$ cat src/rtl/flag_pkg.sv
// flag_pkg: shared types and constants for the condition-flag controller.
//   nzcv_t       - packed {n,z,c,v}, bit order {N,Z,C,V}
//   flag_stage_t - one shadow pipeline stage: {sf, flags}
package flag_pkg;

  localparam int unsigned FLAG_W = 4;

  // Bit positions of each flag inside a raw 4-bit NZCV vector.
  localparam int unsigned FLAG_N = 3;
  localparam int unsigned FLAG_Z = 2;
  localparam int unsigned FLAG_C = 1;
  localparam int unsigned FLAG_V = 0;

  typedef struct packed {
    logic n;
    logic z;
    logic c;
    logic v;
  } nzcv_t;

  typedef struct packed {
    logic  sf;
    nzcv_t flags;
  } flag_stage_t;

  // Unpack a raw ALU flag vector into named fields.
  function automatic nzcv_t to_nzcv(input logic [FLAG_W-1:0] raw);
    nzcv_t f;
    f.n = raw[FLAG_N];
    f.z = raw[FLAG_Z];
    f.c = raw[FLAG_C];
    f.v = raw[FLAG_V];
    return f;
  endfunction

  // Pack named flags back into a raw {N,Z,C,V} vector.
  function automatic logic [FLAG_W-1:0] from_nzcv(input nzcv_t f);
    logic [FLAG_W-1:0] raw;
    raw         = '0;
    raw[FLAG_N] = f.n;
    raw[FLAG_Z] = f.z;
    raw[FLAG_C] = f.c;
    raw[FLAG_V] = f.v;
    return raw;
  endfunction

endpackage

$ cat src/rtl/flag_pipe_reg.sv
// flag_pipe_reg: one shadow stage register for in-flight flag updates.
// Ports:
//   clk, reset - clock, synchronous active-high reset (highest priority)
//   hold       - freeze the stage (pipeline hold)
//   clear      - load an empty stage instead of d (only when not held)
//   d          - next stage contents
//   q          - current stage contents
module flag_pipe_reg
  import flag_pkg::*;
(
  input  logic        clk,
  input  logic        reset,
  input  logic        hold,
  input  logic        clear,
  input  flag_stage_t d,
  output flag_stage_t q
);

  // Reset wins over hold; hold wins over clear so a frozen stage keeps its entry.
  always_ff @(posedge clk) begin
    if (reset) begin
      q <= '0;
    end else if (!hold) begin
      if (clear) begin
        q <= '0;
      end else begin
        q <= d;
      end
    end
  end

endmodule

$ cat src/rtl/flag_ctrl.sv
// flag_ctrl: tracks NZCV updates through MEM/WB shadow stages, holds the
// architectural flags, forwards the youngest pending flags to ID and
// flags an ID stall when the needed flags are still in EX.
// Build option: FLAG_EX_FWD_EN forwards ex_flags straight to ID and
// removes the stall.
// Ports:
//   clk, reset     - clock, synchronous active-high reset
//   pipe_hold      - global freeze of all stage registers
//   ex_valid, ex_setflags, ex_flags, ex_kill - EX instruction flag update
//   id_valid, id_uses_flags - ID instruction reads NZCV
//   id_flags       - flags for the ID branch condition (combinational)
//   flag_stall     - ID must stall this cycle (combinational)
//   nzcv           - architectural flags (registered)
//   stall_cnt      - saturating count of stall cycles (registered)
module flag_ctrl
  import flag_pkg::*;
#(
  parameter int unsigned CNT_W = 16
) (
  input  logic             clk,
  input  logic             reset,
  input  logic             pipe_hold,
  input  logic             ex_valid,
  input  logic             ex_setflags,
  input  logic [3:0]       ex_flags,
  input  logic             ex_kill,
  input  logic             id_valid,
  input  logic             id_uses_flags,
  output logic [3:0]       id_flags,
  output logic             flag_stall,
  output logic [3:0]       nzcv,
  output logic [CNT_W-1:0] stall_cnt
);

  flag_stage_t mem_d;
  flag_stage_t mem_q;
  flag_stage_t wb_q;
  logic        ex_live;

  // EX carries a real flag update only when it is live, setting and not squashed.
  assign ex_live = ex_valid & ex_setflags & ~ex_kill;

  always_comb begin
    mem_d       = '0;
    mem_d.sf    = ex_valid & ex_setflags;
    mem_d.flags = to_nzcv(ex_flags);
  end

  // A squashed EX instruction enters MEM as a bubble.
  flag_pipe_reg u_mem (
    .clk   (clk),
    .reset (reset),
    .hold  (pipe_hold),
    .clear (ex_kill),
    .d     (mem_d),
    .q     (mem_q)
  );

  flag_pipe_reg u_wb (
    .clk   (clk),
    .reset (reset),
    .hold  (pipe_hold),
    .clear (1'b0),
    .d     (mem_q),
    .q     (wb_q)
  );

  // Architectural commit from WB.
  always_ff @(posedge clk) begin
    if (reset) begin
      nzcv <= 4'b0000;
    end else if (!pipe_hold && wb_q.sf) begin
      nzcv <= from_nzcv(wb_q.flags);
    end
  end

  // Youngest pending update wins; WB forwarding matches the value it commits.
  always_comb begin
    id_flags = nzcv;
`ifdef FLAG_EX_FWD_EN
    if (ex_live) begin
      id_flags = ex_flags;
    end else if (mem_q.sf) begin
      id_flags = from_nzcv(mem_q.flags);
    end else if (wb_q.sf) begin
      id_flags = from_nzcv(wb_q.flags);
    end
`else
    if (mem_q.sf) begin
      id_flags = from_nzcv(mem_q.flags);
    end else if (wb_q.sf) begin
      id_flags = from_nzcv(wb_q.flags);
    end
`endif
  end

`ifdef FLAG_EX_FWD_EN
  assign flag_stall = 1'b0;
`else
  // Flags still being computed in EX cannot reach ID this cycle.
  assign flag_stall = id_valid & id_uses_flags & ex_live;
`endif

  // Saturating stall-cycle counter; frozen cycles are not counted.
  always_ff @(posedge clk) begin
    if (reset) begin
      stall_cnt <= '0;
    end else if (flag_stall && !pipe_hold && (stall_cnt != {CNT_W{1'b1}})) begin
      stall_cnt <= stall_cnt + CNT_W'(1);
    end
  end

endmodule

$ cat config.mk
export PLATFORM = sky130hd
export DESIGN_NAME = flag_ctrl
export DESIGN_NICKNAME = d
export VERILOG_FILES = /design/src/rtl/flag_pkg.sv /design/src/rtl/flag_pipe_reg.sv /design/src/rtl/flag_ctrl.sv
export SDC_FILE = /design/constraint.sdc
export NUM_CORES = 1
export LEC_CHECK = 0
export CELL_PAD_IN_SITES_DETAIL_PLACEMENT = 1
export CELL_PAD_IN_SITES_GLOBAL_PLACEMENT = 1
export CORE_MARGIN = 1.5
export CORE_UTILIZATION = 36
export DETAILED_ROUTE_END_ITERATION = 10
export GPL_TIMING_DRIVEN = 0
export PLACE_DENSITY_LB_ADDON = 0.05
export REMOVE_ABC_BUFFERS = 1
export SYNTH_ARGS = -nofsm -noshare
export SYNTH_HDL_FRONTEND = slang
export SYNTH_SLANG_ARGS = --single-unit
$ cat constraint.sdc
create_clock -name clk -period 2.2 [get_ports clk]
set_clock_uncertainty 0.1 [all_clocks]
set_input_delay 0.66 -clock clk [delete_from_list [all_inputs] [get_ports clk]]
set_output_delay 0.66 -clock clk [all_outputs]
set_load 0.01 [all_outputs]
==> metrics.md, run 1 <==
| Metric | Value |
|---|---|
| Fin Hold WS | 419.4 ps |
| Slowest cell on crit path | clkdlybuf4s50_1 |
| Max cap viols | 0 |
| Final hold viol count | 0 |
| # DRC | 0 |
| Fill count | 452 |
| Worst-margin pin slew | 1132 ps |
| Netlist area before placement | 1454 µm² |
| Switch Pwr | 246.9 µW |
| Final Slew Violations | 0 |
| Cell variety after synth | 40 |
| Placed inst area | 1833 µm² |
| Avg WL per Cell | 15.43 µm |
| GR peak layer | met2 |
| Yosys reg bits | 30 |
| GRT Util Overall | 0.1845 |
| Inserted Diodes | 0 |
| Finished Cell Area | 2033 µm² |
| Main flop type after synthesis | dfxtp_1 |
| Area fraction of the dominant cell type after synthesis | 0.4131 |
| H-tree Lvls | 2 |
| Relative slew slack | 0.2454 |
| Starting density of the core | 0.3855 |
| Fin crit period | 2166 ps |
| Peak supply drop | 0.3307 mV |
| Port Buffers | 36 |
| Max frequency | 461.8 MHz |
| Pwr Total | 1.304 mW |
| Max incr delay on CP | 470 ps |
| Initial DRC count | 58 |
| Final Util | 0.5392 |
| First-pass GRT wire length | 6285 µm |
| Commonest non-fill, non-tap cell in the layout | dfxtp_1 |
| IO Count | 37 |
| Die Y | 66.55 µm |
| Largest net degree at the start of global routing | 32 |
| Post-Syn Instances | 163 |
| Dpl cells | 238 |
| Crit Path Category | in2out |
| Root Buffer | clkbuf_8 |
| CTS tree | built |
| Die W | 66.55 µm |
| Final Non-Filler Cells | 250 |
| Drt via density | 5.604 |
| CP startpoint kind | input port |
| Sequential power share | 0.424 |
| Fin nets | 214 |
| ANT nets after route | 0 |
| TritonCTS Sinks | 30 |
| Synth Area per Inst | 8.920 µm² |
| Layout cells sized above 1 | 0.1436 |
| Outcome | finished, final reports clean |
| CTS Hold Buffers Added | 0 |
| CP cell instances | clkdlybuf4s50_1 -> and3_4 -> buf_6 |
| Num rows | 22 |
| Met3 GRT Util | 0.05574 |
| Logic pwr share | 0.041 |
| Worst min-delay path category | reg2reg |
| Die ar. | 4429 µm² |
| Clock latency at the later pin of the worst-skew pair | 280 ps |
| Synth warn | 0 |
| Tcrit/Tclk final | 0.9844 |
| Vias in the first global route | 1354 |
| M2 GR Usage | 0.2925 |
| Initial antenna violation count | 0 |
| Synth async-reset ratio | 0 |
| GP Congestion | 0.7812 |
| Drt total wl | 3857 µm |
| Crit path arrival time | 1410 ps |
| Post-synth top area cell | dfxtp_1 |
| Total number of vias | 1401 |
| Cell-internal power | 1.057 mW |
| Critical-path maximum fanout | 2 |
| Setup crit end kind | output port |
| HPWL after detailed placement | 2550 µm |
| Cell Pwr Density | 641.2 nW/µm² |
| Clk buf depth | 2 |
| Pre-Repair DR Iteration Count | 4 |
| Final setup vio count | 0 |
| Data required time of the worst path | 1440 ps |
| Register area share after synthesis | 0.4131 |
| Core Footprint | 3771 µm² |
| TritonCTS Buffers | 5 |
| Post-synth EDFFs | 0 |
| Area contributors post-synth | dfxtp_1 (41%), mux2i_1 (9.6%), a21oi_1 (5.5%), o31ai_1 (4.6%), nor2_1 (4.4%) |
| Clk slew on worst S/H paths | 60 ps |
| Met1 usage | 0.2409 |
| Global route overflow | 0 |
| Static Leak | 0.7284 nW |
| Most frequent cells in the layout | dfxtp_1 (28), clkdlybuf4s50_1 (26), nor2_1 (17) |
| Layout overhead on the synthesized area | 39.85% |
| Clock power frac | 0.535 |
| Sw Share | 0.1894 |
## cell type report
cell class | count | area, µm² | share of cell area
clock buffer | 6 | 82.58 | 0.04062
clock inverter | 2 | 60.06 | 0.02954
inverter | 1 | 3.754 | 0.001846
multi-input combinational | 123 | 823.3 | 0.4049
sequential | 30 | 605.6 | 0.2978
tap | 48 | 60.06 | 0.02954
timing repair buffer | 40 | 397.9 | 0.1957
## cell usage after synthesis, types with 2 or more instances
master	n
a22oi_1	3
buf_1	3
nand3_1	2
o31ai_1	9
a21oi_1	16
o21ai_0	7
o21ai_1	3
dfxtp_1	30
nand2_1	9
or3_1	5
clkbuf_1	4
nor2_1	17
and3_2	2
mux2i_1	14
nor2b_1	2
or4_1	7
nand4_1	7
## logic make-up (layout without fill, tap and decap cells)
family	after synthesis	count (layout)	share of synthesized area
AOI/OAI and AO/OA	38	38	0.1515
buffers and inverters	10	49	0.03098
DFF	30	30	0.4131
and+or+nand+nor	69	69	0.2917
muxes	15	15	0.1041
adders and majority gates	1	1	0.008604
## repair_timing
action,in CTS,in global routing
resized for setup,18,7
pin swaps,0,6
buffers inserted,1,3
endpoints found under the setup margin,25,14
## power groups by stage
stage | logic, mW | clock network (mW) | registers, mW
3_5_place_dp | 0.0548 | 0 | 0.566
5_1_grt | 0.0579 | 0.728 | 0.553
3_3_place_gp | 0.0533 | 0 | 0.565
4_1_cts | 0.0538 | 0.711 | 0.553
6_report | 0.0529 | 0.698 | 0.553
2_1_floorplan | 0.0166 | 0 | 0.564
## critical path, delay by kind of cell
kind / cells / cell delay, ps
AND/OR/NAND/NOR: 1 / 180
buffers and inverters: 2 / 560
## layer usage
metal,vias up,part of all wire
li1,683,-
met1,684,0.46
met2,30,0.48
met3,4,0.048
met4,0,0.0093
met5,-,0
## per-stage QoR
stage	setup WS, ps	TNS (ps)
final	34.38	0
after global placement	-823.5	-11720
after CTS	-123.1	-123.1
after global routing	-11.46	-11.46
after detailed placement	-854.5	-12930
after floorplan	210.3	0
## sequential cells by signal (all words and copies together), names as in the netlist
name and cells:
nzcv 4, stall_cnt 16, u_mem.q 5, u_wb.q 5
## worst paths after layout
path | cells after the start | slack (ps) | from | to
min reg2reg | 2 | 420 | stall_cnt[6] | stall_cnt[6]
max | 3 | 30 | id_uses_flags | flag_stall
max reg2reg | 5 | 180 | stall_cnt[0] | stall_cnt[13]
min | 2 | 420 | stall_cnt[6] | stall_cnt[6]
Note: power is estimated with default switching activity, not from simulation.
==> run 2, diff against run 1 <==
Settings changed: CELL_PAD_IN_SITES_DETAIL_PLACEMENT 1 to not set, CELL_PAD_IN_SITES_GLOBAL_PLACEMENT 1 to not set, CORE_UTILIZATION 36 to 40.
==> metrics.md, run 2 (synthesis gave the netlist of run 1 again) <==
| Metric | Value |
|---|---|
| Outcome | finished, final reports clean (unchanged) |
| Final hold viol count | 0 (unchanged) |
| Die W | 63.29 µm (was 66.55 µm) |
| Setup TNS | 0 ps (unchanged) |
| H-tree Lvls | 2 (unchanged) |
| Sw Share | 0.2364 (was 0.1894) |
| Data required time of the worst path | 1440 ps (about the same) |
| Cell-internal power | 728.0 µW (was 1.057 mW) |
| IO Count | 37 (unchanged) |
| Num rows | 21 (was 22) |
| Drt via density | 5.504 (was 5.604) |
| Clock latency at the later pin of the worst-skew pair | 330 ps (was 280 ps) |
| TritonCTS Sinks | 30 (unchanged) |
| Drt total wl | 3256 µm (was 3857 µm) |
| M1 WL | 1635 µm (was 1790 µm) |
| Inserted Diodes | 0 (unchanged) |
| Final Slew Violations | 0 (unchanged) |
| Fin crit period | 2151 ps (was 2166 ps) |
| R2R Setup Slk | 260 ps (was 180 ps) |
| Switch Pwr | 225.4 µW (was 246.9 µW) |
| Layout cells sized above 1 | 0.1450 (was 0.1436) |
| Clk buf depth | 2 (unchanged) |
| Max cap viols | 0 (unchanged) |
| ANT nets after route | 0 (unchanged) |
| Cell Pwr Density | 493.2 nW/µm² (was 641.2 nW/µm²) |
| # DRC | 0 (unchanged) |
| Initial antenna violation count | 0 (unchanged) |
| Worst-margin pin slew | 1120 ps (was 1132 ps) |
| Die ar. | 4006 µm² (was 4429 µm²) |
| Sequential power share | 0.579 (was 0.424) |
| Clk slew on worst S/H paths | 90 ps (was 60 ps) |
| Pre-Repair DR Iteration Count | 4 (unchanged) |
| Setup crit end kind | output port (unchanged) |
| Tcrit/Tclk final | 0.9779 (was 0.9844) |
| Logic pwr share | 0.055 (was 0.041) |
| Global route overflow | 0 (unchanged) |
| Layout overhead on the synthesized area | 32.96% (was 39.85%) |
| Met3 WL | 143 µm (was 186 µm) |
| TritonCTS Buffers | 5 (unchanged) |
| Die Y | 63.29 µm (was 66.55 µm) |
| GRT Util Overall | 0.1763 (was 0.1845) |
| Max frequency | 464.8 MHz (was 461.8 MHz) |
| Fin nets | 212 (was 214) |
| Crit path arrival time | 1390 ps (was 1410 ps) |
| Total number of vias | 1354 (was 1401) |
| GP Congestion | 0.7679 (was 0.7812) |
| CP startpoint kind | input port (unchanged) |
| Most frequent cells in the layout | dfxtp_1 (25), clkdlybuf4s50_1 (24), nor2_1 (17) (was dfxtp_1 (28), clkdlybuf4s50_1 (26), nor2_1 (17)) |
| Avg WL per Cell | 13.24 µm (was 15.43 µm) |
| Port Buffers | 36 (unchanged) |
| Largest net degree at the start of global routing | 32 (unchanged) |
| Largest register FFs | 16 (unchanged) |
| Biggest register | stall_cnt (unchanged) |
| Crit Path Category | in2out (unchanged) |
| Clock power frac | 0.366 (was 0.535) |
| Peak supply drop | 0.2002 mV (was 0.3307 mV) |
| RSZ-0062 raised after global routing | false |
| Critical-path maximum fanout | 3 (was 2) |
| Relative slew slack | 0.2524 (was 0.2454) |
| Commonest non-fill, non-tap cell in the layout | dfxtp_1 (unchanged) |
| CTS tree | built (unchanged) |
| Top Registers | stall_cnt: 16 flops, u_mem.q: 5 flops, u_wb.q: 5 flops (unchanged) |
| Static Leak | 0.7091 nW (was 0.7284 nW) |
| CTS Hold Buffers Added | 0 (unchanged) |
| Vias in the first global route | 1245 (was 1354) |
| Final setup vio count | 0 (unchanged) |
| Worst min-delay path category | reg2reg (unchanged) |
| Starting density of the core | 0.4256 (was 0.3855) |
| HPWL after detailed placement | 2235 µm (was 2550 µm) |
| Initial DRC count | 92 (was 58) |
| Met2 WL | 1430 µm (was 1843 µm) |
| Pwr Total | 953.4 µW (was 1.304 mW) |
| Top sig layer | met4 (unchanged) |
| Core Footprint | 3416 µm² (was 3771 µm²) |
| Root Buffer | clkbuf_4 (was clkbuf_8) |
| First-pass GRT wire length | 5609 µm (was 6285 µm) |
## run 2: worst max-delay path, stage by stage
cell             delay, ps
clkdlybuf4s15_1        200
and3b_2                260
and3_4                 180
buf_6                   90
## run 2: stage by stage
stage | utilization | hold WS, ps | worst slack, ps | cell area (µm²) | std cells
floorplan | - | 382.0 | 210.3 | 1413 | 154
global placement | 0.5359 | 386.6 | -838.0 | 1831 | 236
detailed placement | 0.5359 | 404.4 | -822.6 | 1831 | 236
CTS | 0.5564 | 417.3 | -152.4 | 1901 | 245
global route | 0.5659 | 446.7 | 2.626 | 1933 | 246
finish | 0.5659 | 413.4 | 48.67 | 1933 | 246
## run 2: power by group through the flow
stage / Combinational [mW] / Sequential, mW / Clock, mW
floorplan: 0.0166 / 0.564 / 0
global placement: 0.0530 / 0.565 / 0
detailed placement: 0.0535 / 0.566 / 0
CTS: 0.0530 / 0.552 / 0.360
global route: 0.0575 / 0.553 / 0.391
finish: 0.0522 / 0.552 / 0.349
## run 2: what timing repair did
item,in CTS,in global routing
gates resized for setup,15,13
pin swaps,0,3
setup buffers,1,1
endpoints found under the setup margin,21,18
hold endpoints to repair,0,0
## run 2: final timing paths
check,from,endpoint,cells past startpoint
setup / recovery,ex_kill,flag_stall,4
hold / removal,stall_cnt[6],stall_cnt[6],2
setup reg to reg,stall_cnt[0],stall_cnt[13],5
hold reg to reg,stall_cnt[6],stall_cnt[6],2
## run 2: cell type report
cell class	instances	area, µm²
fillers	354	1483
flip-flops and latches	30	609.3
clock buffers	7	55.05
repair buffers	38	379.1
multi-input cells	123	823.3
well taps	46	57.56
clock inverters	1	5.005
inverters	1	3.754
## run 2: layer usage
metal	up-vias	track usage
li1	680	-
met1	644	0.2239
met2	25	0.2753
met3	5	0.05893
met4	0	0.07065
met5	-	0
==> run 3, diff against run 2 <==
Settings changed: CORE_MARGIN 1.5 to not set, CORE_UTILIZATION 40 to 30.
==> metrics.md, run 3 (synthesis gave the netlist of run 1 again) <==
| Metric | Value |
|---|---|
| Setup crit end kind | output port (unchanged) |
| Biggest register | stall_cnt (unchanged) |
| Core Footprint | 4504 µm² (was 3416 µm²) |
| H-tree Lvls | 2 (unchanged) |
| R2r startpoint | stall_cnt[0] (unchanged) |
| Relative slew slack | 0.2221 (was 0.2524) |
| Fin crit period | 2153 ps (was 2151 ps) |
| Critical-path maximum fanout | 3 (unchanged) |
| CTS tree | built (unchanged) |
| CP startpoint kind | input port (unchanged) |
| Fin Hold WS | 414.3 ps (was 413.4 ps) |
| Crit path arrival time | 1390 ps (about the same) |
| RSZ-0062 raised after global routing | false (unchanged) |
| Global route overflow | 0 (unchanged) |
| CTS Hold Buffers Added | 0 (unchanged) |
| Max frequency | 464.5 MHz (was 464.8 MHz) |
| Die ar. | 5129 µm² (was 4006 µm²) |
| ANT nets after route | 0 (unchanged) |
| Num rows | 24 (was 21) |
| Port Buffers | 36 (unchanged) |
| R2r endpoint | stall_cnt[13] (unchanged) |
| First-pass GRT wire length | 5720 µm (was 5609 µm) |
| Total number of vias | 1323 (was 1354) |
| Crit Path Category | in2out (unchanged) |
| Layout cells sized above 1 | 0.1443 (was 0.1450) |
| Cells on worst reg2reg path | 5 (unchanged) |
| GP Congestion | 0.7235 (was 0.7679) |
| Clock latency at the later pin of the worst-skew pair | 280 ps (was 330 ps) |
| Worst Hold Endpoint | stall_cnt[6] (unchanged) |
| Peak supply drop | 0.4258 mV (was 0.2002 mV) |
| Final setup vio count | 0 (unchanged) |
| Final setup margin | 47.23 ps (was 48.67 ps) |
| Clk buf depth | 2 (unchanged) |
| Worst-margin pin slew | 1167 ps (was 1120 ps) |
| Die W | 71.62 µm (was 63.29 µm) |
| Vias in the first global route | 1228 (was 1245) |
| Commonest non-fill, non-tap cell in the layout | dfxtp_1 (unchanged) |
| Fin nets | 213 (was 212) |
| Layout overhead on the synthesized area | 38.64% (was 32.96%) |
| Hold Crit Start | stall_cnt[6] (unchanged) |
| TritonCTS Sinks | 30 (unchanged) |
| Worst Setup SP | ex_kill (unchanged) |
| Clk slew on worst S/H paths | 60 ps (was 90 ps) |
| Most frequent cells in the layout | dfxtp_1 (28), clkdlybuf4s50_1 (25), nor2_1 (17) (was dfxtp_1 (25), clkdlybuf4s50_1 (24), nor2_1 (17)) |
| Initial antenna violation count | 0 (unchanged) |
| Largest register FFs | 16 (unchanged) |
| Pre-Repair DR Iteration Count | 4 (unchanged) |
| Cell Pwr Density | 643.4 nW/µm² (was 493.2 nW/µm²) |
| Final hold viol count | 0 (unchanged) |
| Inserted Diodes | 0 (unchanged) |
| Final Slew Violations | 0 (unchanged) |
| Max cap viols | 0 (unchanged) |
| TritonCTS Buffers | 5 (unchanged) |
| Tcrit/Tclk final | 0.9785 (was 0.9779) |
| Root Buffer | clkbuf_8 (was clkbuf_4) |
| Worst hold stages | 2 (unchanged) |
| Worst min-delay path category | reg2reg (unchanged) |
| IO Count | 37 (unchanged) |
| Starting density of the core | 0.3228 (was 0.4256) |
| Avg WL per Cell | 13.88 µm (was 13.24 µm) |
| Post-Place Worst Slack | -844.0 ps (was -822.6 ps) |
| Static Leak | 0.7188 nW (was 0.7091 nW) |
| Drt via density | 5.229 (was 5.504) |
| Data required time of the worst path | 1440 ps (about the same) |
| Outcome | finished, final reports clean (unchanged) |
| Die Y | 71.62 µm (was 63.29 µm) |
| Drt total wl | 3512 µm (was 3256 µm) |
| Top Registers | stall_cnt: 16 flops, u_mem.q: 5 flops, u_wb.q: 5 flops (unchanged) |
| # DRC | 0 (unchanged) |
| Largest net degree at the start of global routing | 32 (unchanged) |
| Initial DRC count | 84 (was 92) |
| Final Non-Filler Cells | 253 (was 246) |
| Dpl cells | 242 (was 236) |
| GRT Util Overall | 0.1429 (was 0.1763) |
| R2R Setup Slk | 210 ps (was 260 ps) |
| HPWL after detailed placement | 2431 µm (was 2235 µm) |
==> run 3: cell count changes in the layout (fill, tap and decap cells not counted), moves of 2 or more <==
cell,previous run,this run
clkbuf_4,5,0
clkbuf_8,1,6
dlymetal6s2s_1,5,1
dfxtp_1,25,28
dfxtp_2,4,1
dlygate4sd2_1,4,7
bufinv_16,0,2
==> run 3: area by class of cell <==
type | count | area (µm²)
tap | 52 | 65.06
fill | 445 | 2489
inverter | 1 | 3.754
sequential | 30 | 605.6
timing repair buffer | 39 | 372.9
clock inverter | 2 | 60.06
clock buffer | 6 | 82.58
multi-input combinational | 123 | 825.8
==> run 3: repair_timing <==
action                     4_1_cts  5_1_grt
gates cloned                     0        0
setup endpoints to repair       25        9
buffers inserted                 2        1
hold endpoints to repair         0        0
resized for setup               21        3
pin swaps                        2        3
==> run 3: layer usage <==
metal	vias to the layer above	GRT usage	part of all wire
met1	613	0.1929	0.50
li1	681	-	-
met3	2	0.04923	0.043
met2	27	0.2159	0.45
met4	0	0.04139	0.0048
met5	-	0	0
==> run 3: how the worst max path moves through the flow <==
stage	to	cells past startpoint
2_1_floorplan	flag_stall	2
3_3_place_gp	flag_stall	4
3_5_place_dp	flag_stall	4
4_1_cts	flag_stall	3
5_1_grt	flag_stall	4
6_report	flag_stall	4
==> run 3: per-stage QoR <==
step	utilization	instance area, µm²	total power [mW]	setup TNS [ps]
after floorplan	-	1413	0.5809	0
after global placement	0.4081	1838	0.6191	-11820
after detailed placement	0.4081	1838	0.6206	-12470
after CTS	0.4436	1998	1.318	0
after global routing	0.4475	2016	1.351	0
final	0.4475	2016	1.297	0
==> run 3: worst max-delay path: stages <==
cell and delay [ps]:
clkdlybuf4s15_1 200, and3b_2 270, and3_1 140, buf_2 130
==> run 3: report_power, final <==
group          total (mW)  internal, mW  leakage [nW]  switching [mW]
sequential          0.553         0.547         0.243         0.00545
clock               0.692         0.483        0.0714           0.209
combinational      0.0523        0.0257         0.404          0.0266
